### config.mk
export PLATFORM = sky130hd
export DESIGN_NAME = bus_op_sequencer
export DESIGN_NICKNAME = d
export VERILOG_FILES = /design/src/rtl/coherence_pkg.sv /design/src/rtl/bus_op_fifo.sv /design/src/rtl/bus_op_sequencer.sv
export SDC_FILE = /design/constraint.sdc
export NUM_CORES = 1
export LEC_CHECK = 0
export CAP_MARGIN = 40
export CELL_PAD_IN_SITES_DETAIL_PLACEMENT = 0
export CELL_PAD_IN_SITES_GLOBAL_PLACEMENT = 2
export CORE_ASPECT_RATIO = 0.5
export CORE_UTILIZATION = 42
export CTS_BUF_LIST = sky130_fd_sc_hd__clkbuf_16
export DETAILED_ROUTE_END_ITERATION = 16
export GPL_ROUTABILITY_DRIVEN = 0
export PLACE_DENSITY = 0.87
export SLEW_MARGIN = 20
export SYNTH_ARGS = -nofsm -noshare
export SYNTH_HDL_FRONTEND = slang
export SYNTH_HIERARCHICAL = 1
export SYNTH_SLANG_ARGS = --single-unit
### constraint.sdc
create_clock -name clk -period 3.9 [get_ports clk]
set_input_delay 0.585 -clock clk [delete_from_list [all_inputs] [get_ports clk]]
set_output_delay 0.585 -clock clk [all_outputs]
set_load 0.02 [all_outputs]
### src/rtl/coherence_pkg.sv
// coherence_pkg: encodings shared by the MESIF coherence FSM and the bus-op sequencer.
package coherence_pkg;

  typedef enum logic [2:0] {
    BUS_OP_NONE       = 3'd0,
    BUS_OP_READ       = 3'd1,
    BUS_OP_WRITE      = 3'd2,
    BUS_OP_INVALIDATE = 3'd3,
    BUS_OP_RFO        = 3'd4
  } bus_op_e;

  typedef enum logic [1:0] {
    SNOOP_HIT   = 2'b00,
    SNOOP_HITM  = 2'b01,
    SNOOP_NOHIT = 2'b10
  } snoop_e;

  typedef enum logic [2:0] {
    MESIF_I = 3'd0,
    MESIF_S = 3'd1,
    MESIF_E = 3'd2,
    MESIF_F = 3'd3,
    MESIF_M = 3'd4
  } mesif_e;

  typedef enum logic [1:0] {
    SEQ_IDLE  = 2'd0,
    SEQ_ARB   = 2'd1,
    SEQ_SNOOP = 2'd2,
    SEQ_RESP  = 2'd3
  } seq_state_e;

  localparam logic [1:0] SNOOP_CODE_ILLEGAL = 2'b11;

  function automatic logic is_legal_op(input logic [2:0] op);
    return (op >= 3'd1) && (op <= 3'd4);
  endfunction

  function automatic logic [15:0] sat_inc(input logic [15:0] v);
    return (v == 16'hFFFF) ? v : v + 16'd1;
  endfunction

endpackage

### src/rtl/bus_op_fifo.sv
// bus_op_fifo: synchronous FIFO holding {op, addr} requests; push when full and pop when empty are ignored.
module bus_op_fifo #(
  parameter int WIDTH = 35,
  parameter int DEPTH = 4
) (
  input  logic                     clk,
  input  logic                     rst,
  input  logic                     push,
  input  logic [WIDTH-1:0]         wdata,
  input  logic                     pop,
  output logic [WIDTH-1:0]         rdata,
  output logic                     full,
  output logic                     empty,
  output logic [$clog2(DEPTH):0]   count
);

  localparam int PTR_W = $clog2(DEPTH);

  logic [WIDTH-1:0] mem [DEPTH];
  logic [PTR_W-1:0] wr_ptr;
  logic [PTR_W-1:0] rd_ptr;
  logic             do_push;
  logic             do_pop;

  assign full    = (count == (PTR_W + 1)'(DEPTH));
  assign empty   = (count == '0);
  assign do_push = push && !full;
  assign do_pop  = pop && !empty;
  assign rdata   = mem[rd_ptr];

  // Pointer and occupancy bookkeeping; reset empties the queue.
  always_ff @(posedge clk) begin
    if (rst) begin
      wr_ptr <= '0;
      rd_ptr <= '0;
      count  <= '0;
    end else begin
      if (do_push) wr_ptr <= wr_ptr + 1'b1;
      if (do_pop)  rd_ptr <= rd_ptr + 1'b1;
      case ({do_push, do_pop})
        2'b10:   count <= count + 1'b1;
        2'b01:   count <= count - 1'b1;
        default: count <= count;
      endcase
    end
  end

  // Storage array; contents need no reset because the pointers define validity.
  always_ff @(posedge clk) begin
    if (do_push) mem[wr_ptr] <= wdata;
  end

endmodule

### src/rtl/bus_op_sequencer.sv
// bus_op_sequencer: queues MESIF bus ops, arbitrates for the bus, collects snoop results.
// Optional statistics counters are built when BUS_OP_STATS_EN is defined.
module bus_op_sequencer #(
  parameter int ADDR_BITS     = 32,
  parameter int FIFO_DEPTH    = 4,
  parameter int SNOOP_TIMEOUT = 8
) (
  input  logic                 clk,
  input  logic                 rst,
  input  logic                 req_valid,
  output logic                 req_ready,
  input  logic [2:0]           req_op,
  input  logic [ADDR_BITS-1:0] req_addr,
  output logic                 rsp_valid,
  output logic [2:0]           rsp_op,
  output logic [1:0]           rsp_snoop,
  output logic                 rsp_timeout,
  output logic                 err,
  output logic                 bus_valid,
  output logic [2:0]           bus_op,
  output logic [ADDR_BITS-1:0] bus_addr,
  input  logic                 bus_grant,
  input  logic                 bus_snoop_valid,
  input  logic [1:0]           bus_snoop,
  input  logic [2:0]           stat_sel,
  output logic [15:0]          stat_data
);
  import coherence_pkg::*;

  localparam int CNT_W = $clog2(FIFO_DEPTH) + 1;
  localparam int ENT_W = ADDR_BITS + 3;

  logic [ENT_W-1:0]     fifo_rdata;
  logic [CNT_W-1:0]     fifo_count;
  logic                 fifo_empty;
  logic                 unused_fifo_full;
  logic                 fifo_push;
  logic                 fifo_pop;
  logic                 illegal_push;
  logic [2:0]           head_op;
  logic [ADDR_BITS-1:0] head_addr;

  seq_state_e           state_q, state_n;
  logic [2:0]           op_q, op_n;
  logic [7:0]           snoop_cnt, snoop_cnt_n;
  logic                 bus_valid_n;
  logic [2:0]           bus_op_n;
  logic [ADDR_BITS-1:0] bus_addr_n;
  logic                 rsp_valid_n;
  logic [2:0]           rsp_op_n;
  logic [1:0]           rsp_snoop_n;
  logic                 rsp_timeout_n;
  logic                 snoop_err;
  logic                 granted;
  logic                 done_hitm;
  logic                 done_timeout;

  assign req_ready    = (fifo_count != CNT_W'(FIFO_DEPTH));
  assign illegal_push = req_valid && req_ready && !is_legal_op(req_op);
  assign fifo_push    = req_valid && req_ready && is_legal_op(req_op);
  assign head_op      = fifo_rdata[ENT_W-1:ADDR_BITS];
  assign head_addr    = fifo_rdata[ADDR_BITS-1:0];

  bus_op_fifo #(
    .WIDTH (ENT_W),
    .DEPTH (FIFO_DEPTH)
  ) u_fifo (
    .clk   (clk),
    .rst   (rst),
    .push  (fifo_push),
    .wdata ({req_op, req_addr}),
    .pop   (fifo_pop),
    .rdata (fifo_rdata),
    .full  (unused_fifo_full),
    .empty (fifo_empty),
    .count (fifo_count)
  );

  // Next-state and next-output logic; the bus and response outputs are all registered below.
  always_comb begin
    state_n       = state_q;
    op_n          = op_q;
    snoop_cnt_n   = snoop_cnt;
    bus_valid_n   = bus_valid;
    bus_op_n      = bus_op;
    bus_addr_n    = bus_addr;
    rsp_valid_n   = 1'b0;
    rsp_op_n      = rsp_op;
    rsp_snoop_n   = rsp_snoop;
    rsp_timeout_n = rsp_timeout;
    fifo_pop      = 1'b0;
    snoop_err     = 1'b0;
    granted       = 1'b0;
    done_hitm     = 1'b0;
    done_timeout  = 1'b0;
    case (state_q)
      SEQ_IDLE: begin
        if (!fifo_empty) begin
          fifo_pop    = 1'b1;
          op_n        = head_op;
          bus_valid_n = 1'b1;
          bus_op_n    = head_op;
          bus_addr_n  = head_addr;
          state_n     = SEQ_ARB;
        end
      end
      SEQ_ARB: begin
        if (bus_grant) begin
          granted     = 1'b1;
          bus_valid_n = 1'b0;
          bus_op_n    = '0;
          bus_addr_n  = '0;
          if (op_q == BUS_OP_WRITE) begin
            rsp_valid_n   = 1'b1;
            rsp_op_n      = op_q;
            rsp_snoop_n   = SNOOP_NOHIT;
            rsp_timeout_n = 1'b0;
            state_n       = SEQ_RESP;
          end else begin
            snoop_cnt_n = '0;
            state_n     = SEQ_SNOOP;
          end
        end
      end
      SEQ_SNOOP: begin
        snoop_cnt_n = snoop_cnt + 8'd1;
        if (bus_snoop_valid) begin
          rsp_valid_n   = 1'b1;
          rsp_op_n      = op_q;
          rsp_timeout_n = 1'b0;
          if (bus_snoop == SNOOP_CODE_ILLEGAL) begin
            snoop_err   = 1'b1;
            rsp_snoop_n = SNOOP_NOHIT;
          end else begin
            rsp_snoop_n = bus_snoop;
          end
          done_hitm = (bus_snoop == SNOOP_HITM);
          state_n   = SEQ_RESP;
        end else if (snoop_cnt == 8'(SNOOP_TIMEOUT - 1)) begin
          rsp_valid_n   = 1'b1;
          rsp_op_n      = op_q;
          rsp_snoop_n   = SNOOP_NOHIT;
          rsp_timeout_n = 1'b1;
          done_timeout  = 1'b1;
          state_n       = SEQ_RESP;
        end
      end
      SEQ_RESP: begin
        state_n = SEQ_IDLE;
      end
      default: begin
        state_n = SEQ_IDLE;
      end
    endcase
  end

  // State and registered outputs; reset drops any in-flight op without a completion.
  always_ff @(posedge clk) begin
    if (rst) begin
      state_q     <= SEQ_IDLE;
      op_q        <= '0;
      snoop_cnt   <= '0;
      bus_valid   <= 1'b0;
      bus_op      <= '0;
      bus_addr    <= '0;
      rsp_valid   <= 1'b0;
      rsp_op      <= '0;
      rsp_snoop   <= SNOOP_NOHIT;
      rsp_timeout <= 1'b0;
      err         <= 1'b0;
    end else begin
      state_q     <= state_n;
      op_q        <= op_n;
      snoop_cnt   <= snoop_cnt_n;
      bus_valid   <= bus_valid_n;
      bus_op      <= bus_op_n;
      bus_addr    <= bus_addr_n;
      rsp_valid   <= rsp_valid_n;
      rsp_op      <= rsp_op_n;
      rsp_snoop   <= rsp_snoop_n;
      rsp_timeout <= rsp_timeout_n;
      err         <= illegal_push | snoop_err;
    end
  end

`ifdef BUS_OP_STATS_EN
  logic [15:0] cnt_read, cnt_write, cnt_inval, cnt_rfo, cnt_hitm, cnt_timeout;

  // Ops are counted when granted; HITM and timeouts when the response is produced.
  always_ff @(posedge clk) begin
    if (rst) begin
      cnt_read    <= '0;
      cnt_write   <= '0;
      cnt_inval   <= '0;
      cnt_rfo     <= '0;
      cnt_hitm    <= '0;
      cnt_timeout <= '0;
    end else begin
      if (granted && op_q == BUS_OP_READ)       cnt_read  <= sat_inc(cnt_read);
      if (granted && op_q == BUS_OP_WRITE)      cnt_write <= sat_inc(cnt_write);
      if (granted && op_q == BUS_OP_INVALIDATE) cnt_inval <= sat_inc(cnt_inval);
      if (granted && op_q == BUS_OP_RFO)        cnt_rfo   <= sat_inc(cnt_rfo);
      if (done_hitm)    cnt_hitm    <= sat_inc(cnt_hitm);
      if (done_timeout) cnt_timeout <= sat_inc(cnt_timeout);
    end
  end

  // Registered statistics read port.
  always_ff @(posedge clk) begin
    if (rst) begin
      stat_data <= '0;
    end else begin
      case (stat_sel)
        3'd0:    stat_data <= cnt_read;
        3'd1:    stat_data <= cnt_write;
        3'd2:    stat_data <= cnt_inval;
        3'd3:    stat_data <= cnt_rfo;
        3'd4:    stat_data <= cnt_hitm;
        3'd5:    stat_data <= cnt_timeout;
        default: stat_data <= '0;
      endcase
    end
  end
`else
  logic [2:0] unused_stat_sel;
  logic       unused_stat_events;
  assign unused_stat_sel    = stat_sel;
  assign unused_stat_events = granted | done_hitm | done_timeout;
  assign stat_data          = 16'h0000;
`endif

endmodule

### After elaboration in Yosys (flattened, before gate mapping)

Memories as Yosys holds them, arrays and structs flattened. A register that Yosys moved wholly into a read port is not among the register bits.
Index checks and enable logic that the tools add are counted.

* register bits: 64
* bits in writable memories: 140
* input port bits: 45
* output and inout port bits: 61
* logic and storage cells: 107
* memories: 1

Memory list
* u_fifo.mem: words 4, bits a word 35, rd ports 1, clocked after Yosys merged registers in 1, write ports 1, line bus_op_fifo.sv:19 `logic [WIDTH-1:0] mem [DEPTH];`

* $add $sub $neg: 5
* order comparisons: 2
* equality and inequality tests: 15
* mux-type cells: 49
* bitwise logic cells: 2
* reduce and logical (&&, ||, !) cells: 19

Operators with widths (number)
* 2-to-1 mux 32 bit: 2
* one-hot mux 32 bit (2 select lines): 1
* 2-to-1 mux 2 bit: 11
* 2-to-1 mux 1 bit: 18
* 2-to-1 mux 3 bit: 6
* one-hot mux 3 bit (2 select lines): 3
* 2-to-1 mux 8 bit: 2
* one-hot mux 8 bit (2 select lines): 1
* AND reduction 3 bit: 3
* adder 8 x 1 -> 8 bit, second input constant: 1
* == test 2 bit, second input constant: 4
* == test 8 x 3 -> 1 bit, second input constant: 1
* != test 2 bit, second input constant: 4
* one-hot mux 2 bit (4 select lines): 1
* logical AND 1 bit: 6
* != test 3 bit, second input constant: 2
* one-hot mux 1 bit (2 select lines): 3
* nonzero test 2 bit: 3
* adder 2 x 1 -> 2 bit, second input constant: 2
* == test 2 x 1 -> 1 bit, second input constant: 2
* one-hot mux 2 bit (2 select lines): 1
* AND reduction 4 bit: 1
* adder 3 x 1 -> 3 bit, second input constant: 1
* == test 3 x 2 -> 1 bit, second input constant: 1
* other kinds (10): 12

### Longest topological paths before layout

* depth in word-level cells: 6
* gate-level depth with buffers: 13
* mapped depth without buffers: 13

### By module

The synthesis kept the hierarchy.

By module, submodules not included
* bus_op_fifo: instances 1, cells each 237, area each 5577.8 um^2, seq. area each 4384.2 um^2
* bus_op_sequencer: instances 1, cells each 265, area each 2393.5 um^2, seq. area each 1141.1 um^2

### Worst setup path before layout

OpenSTA, ideal clock, no wires.

* path kind: input-to-reg
* start point: in req_op[1]
* end point: mem u_fifo.mem[0][0] (enable)
* setup time: 395 ps
* data arrival time: 2062 ps
* required time: 3505 ps
* setup slack: 1443 ps
* stages on the path: 6
* cells stage by stage: nor2_1 -> xor2_1 -> nor2_1 -> inv_1 -> nor2_1 -> and2_1

* cells in the longest elaborated chain, start to end: 6
* elaborated cells between the ends (all ways): 7
* classes of those cells: order compare: 2; mux: 2; reduce/logical: 3

Ends and longest elaborated chain
* start, declared: line bus_op_sequencer.sv:12 `input logic [2:0] req_op,`
* >= comparator 3 x 1 -> 1 bit / less-or-equal comparator 3 bit (equally long branches): line coherence_pkg.sv:36 `return (op >= 3'd1) && (op <= 3'd4);`
* logical AND 1 bit (*): line coherence_pkg.sv:36
* logical AND 1 bit (*): line bus_op_sequencer.sv:60 `assign fifo_push = req_valid && req_ready && is_legal_op(req_op);`
* net fifo_push: line bus_op_sequencer.sv:37 `logic fifo_push;`
* logical AND 1 bit (*): line bus_op_fifo.sv:27 `assign do_push = push && !full;`
* 2-to-1 mux 1 bit (*): line bus_op_fifo.sv:50 `if (do_push) mem[wr_ptr] <= wdata;`
* 2-to-1 mux 1 bit (not written as such) (*): line bus_op_fifo.sv:50
* end, declared: line bus_op_fifo.sv:19

The timed path passes the listed nets; every way through them passes the cells marked *.

### Worst setup path after layout

* start point: reg state_q[0]
* end point: reg u_fifo.count[2]

* cells in the longest elaborated chain, start to end: 5
* elaborated cells between the ends (all ways): 7
* classes of those cells: eq/ne: 2; mux: 2; reduce/logical: 3

Ends and longest elaborated chain
* start, declared: line bus_op_sequencer.sv:43 `seq_state_e state_q, state_n;`
* start signal, assigned: line bus_op_sequencer.sv:172 `state_q <= state_n;`
* zero test 2 bit (*): line bus_op_sequencer.sv:96 `case (state_q)`
* 2-to-1 mux 1 bit (*): line bus_op_sequencer.sv:96
* logical AND 1 bit (*): line bus_op_fifo.sv:28 `assign do_pop = pop && !empty;`
* net u_fifo.do_pop: line bus_op_fifo.sv:23 `logic do_pop;`
* == test 2 x 1 -> 1 bit / == test 2 bit (equally long branches): line bus_op_fifo.sv:40 `case ({do_push, do_pop})`
* one-hot mux 3 bit (2 select lines) / nonzero test 2 bit (equally long branches)
* end signal, assigned: line bus_op_fifo.sv:41 `2'b10: count <= count + 1'b1;`
* end signal, assigned: line bus_op_fifo.sv:42 `2'b01: count <= count - 1'b1;`
* end signal, assigned: line bus_op_fifo.sv:43 `default: count <= count;`
* end, declared: line bus_op_fifo.sv:14 `output logic [$clog2(DEPTH):0] count`

Marks and branches as above.
A chain may end at the register's enable or synchronous reset.

==> qor.txt <==
GRT Util Overall: 15.9%
Worst endpoint required time: 4310 ps
Static Leak: 3.21 nW
CTS hold repair buffers: 0
RSZ-0062 raised after global routing: no
Part of the Yosys area used for sequential elements: 69.3%
Final setup vio count: 0
Syn_area_per_cell: 15.9 µm²
Worst setup path endpoint: u_fifo/count[2]
Share of layout cells above drive strength 1: 14.5%
CTS sink cnt: 206
Largest fanout on the critical path: 6
Cell Chain, Critical Path: inv_1, ha_1, nor2b_1, o31ai_1, inv_1, ha_1, inv_1, fa_1, xor2_1, or3_1, a21oi_1
Num CTS Buffers: 19
R2R Path Start: state_q[0]
Clock slew at reported path FFs: 60 ps
Cell count of the worst reg-to-reg path: 11
Number of vias per cell: 5.05
Initial DRC Count: 225
Period utilization: 71.1%
WL/cell: 17.6 µm
Filler Cells Inserted: 1494
Clk root buf: clkbuf_16
Worst Setup Path Type: reg -> reg
First-pass GRT wire length: 23800 µm
H-tree Lvls: 1
Synth Cell Area: 0.00797 mm²
Clock Latency Late Sink: 490 ps
Seq cells post-synth: 206
Synth warnings: 6
Final core utilization: 52.8%
Vias: 4377
Crit path top cell by count: inv_1
Final ANT Viol Nets: 0
ANT cells: 0
Unique masters post-synth: 46
Worst Hold Class: in -> reg
Fin. Hold Viols: 0
IO Count: 106
Slew @ Worst Pin: 711 ps
Final clock skew: 18.1 ps
Slew Viols, Final: 0
Crit path DAT: 3180 ps
Clk buf depth: 3
DP HPWL: 9380 µm
Minimum clock period: 2770 ps
Top area cells in the synthesized netlist: edfxtp_1, dfxtp_1, mux4_2, a22oi_1, nor2_1
Commonest non-fill, non-tap cell in the layout: edfxtp_1
Vias in the first global route: 4485
RR Endpoint: u_fifo/count[2]
Power density of the placed cells: 599 mW/mm²
Buffers on Ports: 86
Core area: 0.0185 mm²
Effective utilization at floorplan: 43.1%
Outcome: finished, final reports clean
Initial antenna violation count: 0
Post-synth top area cell: edfxtp_1
Slew HR: 52.6%
Number of flops mapped to enable cells by yosys: 140
CTS tree: built
Reg2Reg Setup Slack: 1130 ps
Crit-path slowest cell: nor2b_1
Critical Path Source: state_q[0]
Post-synth top area share: 52.7%
Worst setup margin: 1130 ps
Fmax: 0.361 GHz
CTS resizes: 0
Area of placed instances: 0.00911 mm²
Asr flop ratio synth: 0%
Final instance area: 0.00976 mm²
Pre-antenna DRT Iters: 4
Top FF cell, synth: edfxtp_1
DRT Wirelength: 15200 µm
Syn Inst Count: 502
# rows: 35
Maximum vdd drop: 357 µV
GRT overflow: 0
Residual DRC: 0
Die area: 0.0196 mm²
Pre-CTS WS: 809 ps
NumNets Final: 652
Critical Path End Type: flip-flop
Commonest non-fill, non-tap cells in the layout: edfxtp_1, clkdlybuf4s50_1, dfxtp_1
Post-CTS setup buffers: 0
P&R area growth vs syn: 22.4%
Critical path startpoint category: flip-flop
Die Height: 99.4 µm
Pin count of the biggest net entering global routing: 37
Setup total negative slack: 0 ps
Die X: 197 µm
Max-cap violations: 0
CP peak stage delay: 490 ps
[layer usage]
| layer | share of wire (%) | routed length [µm] | GRT usage (%) |
|---|---|---|---|
| met2 | 49 | 7420 | 27.2 |
| met4 | 1.6 | 238 | 4.41 |
| met3 | 4.8 | 725 | 3.29 |
| met1 | 45 | 6840 | 20.9 |
| met5 | 0 | 0 | 0 |
[registers in the layout (all words and copies together), names as in the netlist, 3 cells and up, named ones only]
signal / count
op_q: 3
u_fifo/mem: 140
snoop_cnt: 8
bus_addr: 32
rsp_op: 3
u_fifo/count: 3
bus_op: 3
[power breakdown]
group	total [mW]	internal, mW	switching (mW)
logic	1.31	0.558	0.747
registers	2.61	2.51	0.102
clock network	1.93	1.15	0.772
[cell families (layout without fill, tap and decap cells)]
kind of cell	after synthesis	count (layout)	synth area share [%]
compound gates	82	82	6.86
xor+xnor	5	5	0.549
fa+ha+maj	11	11	1.82
buf+inv	53	144	4.16
flops	206	206	69.3
mux	40	40	10.8
other cells	1	16	0.0470
simple gates	104	104	6.50
[worst max-delay path, delay by kind of cell (launching register included)]
family / cells / cell delay (ps)
adder cells (fa/ha/maj): 3 / 800
AND/OR/NAND/NOR: 2 / 790
AO/OA/AOI/OAI: 2 / 350
flip-flops: 1 / 310
buffers and inverters: 3 / 300
XOR/XNOR: 1 / 160
[per-stage QoR]
step	instances	hold slack, ps	total power [mW]
after global routing	867	435	6.13
final	867	438	5.84
after global placement	831	457	3.96
after floorplan	517	452	3.52
after detailed placement	834	469	3.98
after CTS	867	426	5.93
[cells in the mapped netlist, types with 6 or more instances]
library cell	number
a21oi_1	18
a22oi_1	35
and2_1	6
buf_2	9
buf_4	17
clkbuf_1	6
dfxtp_1	66
edfxtp_1	140
ha_1	10
inv_1	13
mux4_2	30
nand2_1	10
nand3_1	8
nor2_1	53
o21ai_0	14
or3_1	7
[worst min-delay path by stage]
stage	start	endpoint	slack [ps]	cells after the start
after CTS	rst	rsp_op[1]	430	2
after global routing	rst	rsp_op[1]	440	2
after global placement	rsp_timeout	rsp_timeout	460	2
final	rst	rsp_snoop[0]	440	2
after detailed placement	rsp_timeout	rsp_timeout	470	2
after floorplan	snoop_cnt[7]	snoop_cnt[7]	450	2
[final cells by class]
cell class | instances | area, µm² | share of cell area, %
timing repair buffer | 98 | 1020 | 10.4
clock inverter | 14 | 170 | 1.74
inverter | 13 | 48.8 | 0.500
multi-input combinational | 258 | 2190 | 22.5
tap | 259 | 324 | 3.32
clock buffer | 19 | 475 | 4.87
sequential | 206 | 5530 | 56.7
(Power assumes the default switching activity.)
